`src/rtl/commit_trace_queue.sv`:
```
// Elastic trace buffer between the retirement port and the co-simulation checker.
// Overflowing records are dropped with sequence-numbered loss accounting; an idle watchdog flags hangs.
module commit_trace_queue #(
    parameter int DEPTH      = 16,
    parameter int XLEN       = 64,
    parameter int HARTID_W   = 8,
    parameter int SEQ_W      = 32,
    parameter int HANG_LIMIT = 100000
) (
    input  logic                     clock,
    input  logic                     reset,
    input  logic                     in_valid,
    input  logic [HARTID_W-1:0]      in_hartid,
    input  logic [XLEN-1:0]          in_pc,
    input  logic [31:0]              in_inst,
    input  logic [XLEN-1:0]          in_wdata,
    output logic                     out_valid,
    input  logic                     out_ready,
    output logic [HARTID_W-1:0]      out_hartid,
    output logic [XLEN-1:0]          out_pc,
    output logic [31:0]              out_inst,
    output logic [XLEN-1:0]          out_wdata,
    output logic [SEQ_W-1:0]         out_seq,
    output logic [$clog2(DEPTH):0]   level,
    output logic [SEQ_W-1:0]         drop_count,
    output logic                     overflow,
    output logic                     hang
);
    localparam int AW = $clog2(DEPTH);
    localparam int LW = AW + 1;
    localparam int HW = $clog2(HANG_LIMIT + 1);

    typedef struct packed {
        logic [HARTID_W-1:0] hartid;
        logic [XLEN-1:0]     pc;
        logic [31:0]         inst;
        logic [XLEN-1:0]     wdata;
        logic [SEQ_W-1:0]    seq;
    } rec_t;

    rec_t mem_q [DEPTH];

    logic [AW-1:0]    wr_ptr_q, wr_ptr_d;
    logic [AW-1:0]    rd_ptr_q, rd_ptr_d;
    logic [LW-1:0]    level_q, level_d;
    logic [SEQ_W-1:0] seq_q, seq_d;
    logic [SEQ_W-1:0] drop_q, drop_d;
    logic             overflow_q, overflow_d;
    logic             hang_q, hang_d;
    logic [HW-1:0]    idle_q, idle_d;

    logic pop, push, drop, full, not_empty;
    rec_t head;

    assign not_empty = (level_q != '0);
    assign full      = (level_q == LW'(DEPTH));
    assign pop       = not_empty && out_ready;
    assign push      = in_valid && (!full || pop);
    assign drop      = in_valid && full && !pop;

    always_comb begin
        wr_ptr_d   = wr_ptr_q + (push ? AW'(1) : AW'(0));
        rd_ptr_d   = rd_ptr_q + (pop  ? AW'(1) : AW'(0));
        level_d    = level_q + LW'(push) - LW'(pop);
        seq_d      = in_valid ? seq_q + SEQ_W'(1) : seq_q;
        drop_d     = (drop && (drop_q != '1)) ? drop_q + SEQ_W'(1) : drop_q;
        overflow_d = overflow_q | drop;
        // Idle counter saturates at the limit so hang stays meaningful for arbitrarily long stalls.
        if (in_valid) begin
            idle_d = '0;
        end else if (idle_q != HW'(HANG_LIMIT)) begin
            idle_d = idle_q + HW'(1);
        end else begin
            idle_d = idle_q;
        end
        hang_d = hang_q | (idle_d == HW'(HANG_LIMIT));
    end

    always_ff @(posedge clock) begin
        if (!reset) begin
            wr_ptr_q   <= '0;
            rd_ptr_q   <= '0;
            level_q    <= '0;
            seq_q      <= '0;
            drop_q     <= '0;
            overflow_q <= 1'b0;
            hang_q     <= 1'b0;
            idle_q     <= '0;
        end else begin
            wr_ptr_q   <= wr_ptr_d;
            rd_ptr_q   <= rd_ptr_d;
            level_q    <= level_d;
            seq_q      <= seq_d;
            drop_q     <= drop_d;
            overflow_q <= overflow_d;
            hang_q     <= hang_d;
            idle_q     <= idle_d;
        end
    end

    // Storage carries no reset; stale entries are hidden by gating the outputs with out_valid.
    always_ff @(posedge clock) begin
        if (reset && push) begin
            mem_q[wr_ptr_q] <= '{hartid: in_hartid, pc: in_pc, inst: in_inst,
                                 wdata: in_wdata, seq: seq_q};
        end
    end

    assign head       = mem_q[rd_ptr_q];
    assign out_valid  = not_empty;
    assign out_hartid = not_empty ? head.hartid : '0;
    assign out_pc     = not_empty ? head.pc     : '0;
    assign out_inst   = not_empty ? head.inst   : '0;
    assign out_wdata  = not_empty ? head.wdata  : '0;
    assign out_seq    = not_empty ? head.seq    : '0;
    assign level      = level_q;
    assign drop_count = drop_q;
    assign overflow   = overflow_q;
    assign hang       = hang_q;

endmodule

```
`config.mk`:
```
export PLATFORM = sky130hd
export DESIGN_NAME = commit_trace_queue
export DESIGN_NICKNAME = d
export VERILOG_FILES = /design/src/rtl/commit_trace_queue.sv
export SDC_FILE = /design/constraint.sdc
export NUM_CORES = 2
export LEC_CHECK = 0
export CAP_MARGIN = 20
export CORE_MARGIN = 10
export CORE_UTILIZATION = 49
export DETAILED_ROUTE_END_ITERATION = 16
export GPL_TIMING_DRIVEN = 1
export PLACE_DENSITY = 0.69
export SETUP_SLACK_MARGIN = 0.5
export SYNTH_ARGS = -nofsm -noshare
export SYNTH_HDL_FRONTEND = slang
export SYNTH_SLANG_ARGS = --single-unit
```
`constraint.sdc`:
```
create_clock -name clock -period 18.3 [get_ports clock]
set_input_delay 3.66 -clock clock [delete_from_list [all_inputs] [get_ports clock]]
set_output_delay 3.66 -clock clock [all_outputs]
set_load 0.01 [all_outputs]
```
# [Yosys cells after proc, flatten, opt, wreduce, memory -nomap -nowiden]
# Memory sizes are Yosys's and may differ from the RTL's. A register that Yosys moved wholly into a read port is not among the register bits.
# Cells that the tools add are included.
# W data, S select, Z words.
[op_classes] n_addsub=7 n_reduce_logical=10 mux=12 n_bitwise=2 n_eq_ne=4
[ops] op="$mux W64" count=2
[ops] op="$add A32 B1 Y32 const B" count=2
[ops] op="$mux W32" count=2
[ops] op="$mux W17" count=2
[ops] op="$ne A32 B32 Y1 const B" count=1
[ops] op="$add A17 B1 Y17 const B" count=1
[ops] op="$eq A17 B17 Y1 const B" count=1
[ops] op="$ne A17 B17 Y1 const B" count=1
[ops] op="$add A4 B1 Y4" count=2
[ops] op="$mux W8" count=1
[ops] op="$logic_and A1 B1 Y1" count=6
[ops] op="$add A5 B1 Y5" count=1
[ops] op="$eq A5 B5 Y1 const B" count=1
[ops] op="$reduce_bool A5 Y1" count=1
[ops] op="$sub A5 B1 Y5" count=1
[ops] op="$mux W1" count=4
[ops] op="$mux W4" count=1
[ops] op="$logic_not A1 Y1" count=2
[ops] op="$or A1 B1 Y1" count=2
[ops] op="$logic_or A1 B1 Y1" count=1
[totals] mem_count=1 wordCells=44 input_bits=172 output_inout_bits=240 register_bits=96 ramBits=3200
[memory_table] name="mem_q" depth=16 width=200 rd=1 rd_clocked_by_memory_dff=1 write_ports=1 line="41" source="rec_t mem_q [DEPTH];"

# [Longest topological paths before layout]
[logic_depth] ltp_word=7 depth_mapped=16 ltp_nobuf=15

# [Worst setup path after synthesis]
# Ideal clock, no wire load.
[synth_timing] path_kind="input to register" startpoint="input port out_ready" endpoint="memory mem_q[0][0] (netlist bit), enable pin" cell_stages=5 setup_ns=1.005 path_buffers=0 arrival_ns=18.015 setup_slack_ns=-0.720 required_ns=17.295 cell_sequence="nand2b_1 o21a_1 nand2_1 or3_1 nor3_1"
[synth_between] elab_chain_len=6
[synth_rtl] item="start, declared" line="18" source="input logic out_ready,"
[synth_rtl] item="$logic_and A1 B1 Y1" line="57" source="assign pop = not_empty && out_ready;"
[synth_rtl] item="$logic_or A1 B1 Y1" line="58" source="assign push = in_valid && (!full || pop);"
[synth_rtl] item="$logic_and A1 B1 Y1" line="58"
[synth_rtl] item="$logic_and A1 B1 Y1" line="103" source="if (reset && push) begin"
[synth_rtl] item="$mux W1" line="103"
[synth_rtl] item="$mux W1 (not written as such)" line="104" source="mem_q[wr_ptr_q] <= '{hartid: in_hartid, pc: in_pc, inst: in_inst,"
[synth_rtl] item="end, declared" line="41"
# No other way between the ends.

==> impl_metrics.yaml <==
routing:
  vias: 57500
  vias_per_cell: 6.10
  post-route-drc-count: 0
  drt_iter0_markers: 6177
  post_drt_wl_per_cell_um: 30.5
  drt_first_pass_iters: 8
  ant_nets: 0
  drt_wl_total_um: 288000
global_routing:
  grt_overflow: 0
  grt_util_all_layers_pct: 20.5
  grt_first_pass_wirelength_um: 423000
  antenna_found_initial: 54
  use_met2_pct: 33.6
  busiest_layer: "met2"
  grt_pass1_vias: 59800
  grt_use_met1_pct: 28.6
  grt_util_met3_pct: 4.48
  grt_max_degree: 146
flow_run:
  drv_cap: 0
setup_path:
  critPathLaunchType: "flip-flop"
  path_class: "reg -> out"
  critPathRequiredTime_ns: 14.64
  endpoint_kind: "output pin"
  crit_arrival_ns: 6.07
  cp_max_fo: 89
yosys:
  synthDistinctLibCells: 54
  synth_ff_type: "edfxtp_1"
  synth_seq_area_share_pct: 77.9
  syn_nets: 5387
  ys.warnings.count: 0
  async_reset_ff_share_pct: 0
  synthesis.area_sq_mm: 0.126
  postSynthCellCount: 5200
  synth-seq-cells: 3296
  synth_edf_count: 3200
  syn_avg_cell_area_sq_um: 24.2
final_layout:
  area_delta_synth_final_pct: 15.0
  final_common_cell: "edfxtp_1"
  layout_common_cells: "edfxtp_1, mux4_2, clkdlybuf4s50_1"
  fillers: 18100
  final_util_pct: 56.8
  drive_gt1_share_pct: 26.7
  regArea_sq_mm: 0.0980
  nNetsFinal: 5989
  multiInputGateArea_sq_mm: 0.0267
sta:
  fin_skew_ns: 0.0704
  rsz0062_at_grt: "no"
  fin_crit_sh_pct: 53.2
  hold_violations: 0
  slew_viol_final: 0
  fin_ws_ns: 8.57
  max_freq_ghz: 0.103
  tightestPinTransition_ns: 1.25
  tns_ns: 0
  slew_headroom_pct: 16.9
  finalSetupViolations: 0
  layout_min_cycle_time_ns: 9.73
  hold_ws_ns: 0.496
floorplanning:
  start_util_pct: 49.4
  die_area_sq_mm: 0.277
  die_w_um: 527
  rows: 185
  die_h_um: 527
  ios: 412
  core_sq_mm: 0.255
power_and_ir_drop:
  power_density_mw_per_mm2: 129
  power_mw: 18.7
  vdd.ir_drop.worst_uv: 116
  leakage_nw: 44.0
place:
  post-place-ws_ns: 9.31
  gp_congestion: 0.750
  dpl.hpwl_um: 143000
  io_buffers: 411
clock_network:
  cts-root-buf: "clkbuf_16"
  cts_hold_buf: 0
  clk_latency_ns: 0.96
  tritoncts: "done"
  clock-sinks: 3296
  cts.reportedPaths.clkPinSlew_ns: 0.06
  clk_path_buf_depth: 4
  htree_levels: 5
  cts_setup_buffers: 0
  cts_buffers: 347
  post_cts_resized: 0
status:
  status: "complete, no violations"
hold_path:
  hp-class: "reg -> reg"
[metal layers]
metal / part of all wire (%) / vias up
li1: - / 23500
met1: 40 / 31300
met2: 50 / 2246
met3: 7.9 / 486
met4: 2.1 / 52
met5: 0.13 / -
[cell usage after synthesis (3+ instances only)]
cell type | number | area [sq um]
nand4_1 | 22 | 138
nand3_1 | 28 | 140
nor2b_1 | 7 | 43.8
nor3_1 | 21 | 105
or3_1 | 15 | 93.8
xor2_1 | 29 | 254
mux2i_1 | 5 | 50.1
nor2_1 | 37 | 139
xnor2_1 | 40 | 350
buf_1 | 19 | 71.3
clkbuf_1 | 162 | 608
mux4_2 | 1000 | 22500
ha_1 | 14 | 175
nor4_1 | 11 | 68.8
o21ai_0 | 14 | 70.1
and3_1 | 10 | 62.6
o311ai_1 | 3 | 26.3
o21a_1 | 4 | 30.0
nand2b_1 | 7 | 43.8
a21boi_0 | 9 | 67.6
dfxtp_1 | 96 | 1920
inv_1 | 23 | 86.3
and2_1 | 261 | 1630
and4_1 | 6 | 52.6
a21oi_1 | 9 | 45.0
nand2_1 | 28 | 105
nor4bb_1 | 4 | 40.0
edfxtp_1 | 3200 | 96100
buf_2 | 85 | 425
[metrics by stage]
step | area, sq um | instances
5_1_grt | 145000 | 9420
3_3_place_gp | 134000 | 8817
2_1_floorplan | 126000 | 5200
6_report | 145000 | 9432
4_1_cts | 145000 | 9415
3_5_place_dp | 134000 | 8817
[power by group]
| group | leakage [nW] | internal, mW | switching (mW) |
|---|---|---|---|
| Combinational | 8.95 | 1.97 | 1.77 |
| Clock | 5.15 | 3.78 | 2.77 |
| Sequential | 29.9 | 8.36 | 0.0534 |
| Total | 44.0 | 14.1 | 4.59 |
[layout make-up]
type / count / area share [%]
clock buffers: 417 / 6.28
flip-flops and latches: 3296 / 67.7
well taps: 3366 / 2.91
multi-input cells: 1615 / 18.5
repair buffers: 519 / 3.52
diodes: 15 / 0.0259
inverters: 23 / 0.0597
clock inverters: 181 / 0.968
[flip-flops by register name, summed over array words and instances (netlist names)]
name,flops
seq_q,32
level,5
hang,1
mem_q,3200
rd_ptr_q,4
overflow,1
drop_count,32
wr_ptr_q,4
idle_q,17
[kinds of logic (layout without fill, tap and decap cells)]
group	Yosys count	count (layout)	share of synthesized area [%]
XOR/XNOR	69	69	0.480
flip-flops	3296	3296	77.9
other	0	15	0
buffers and inverters	289	1140	0.947
adder cells (fa/ha/maj)	15	15	0.155
AO/OA/AOI/OAI	52	52	0.294
AND/OR/NAND/NOR	473	473	2.26
multiplexers	1006	1006	18.0
[worst paths after layout]
| check | slack [ns] | from | end | cells after the start |
|---|---|---|---|---|
| worst max register to register | 13.31 | level[2] | mem_q[11][42] | 9 |
| worst max-delay path | 8.57 | rd_ptr_q[0] | out_pc[19] | 7 |
| worst min register to register | 0.50 | overflow | overflow | 1 |
| worst min-delay path | 0.50 | overflow | overflow | 1 |
[critical path, stage by stage (launching register included)]
cell             delay (ns)
dfxtp_4                0.72
buf_12                 0.62
buf_4                  0.86
buf_4                  0.85
mux4_2                 0.61
mux4_2                 0.49
and2_1                 0.22
clkdlybuf4s50_1        0.51
No activity file was read; power rests on OpenSTA's default activity.
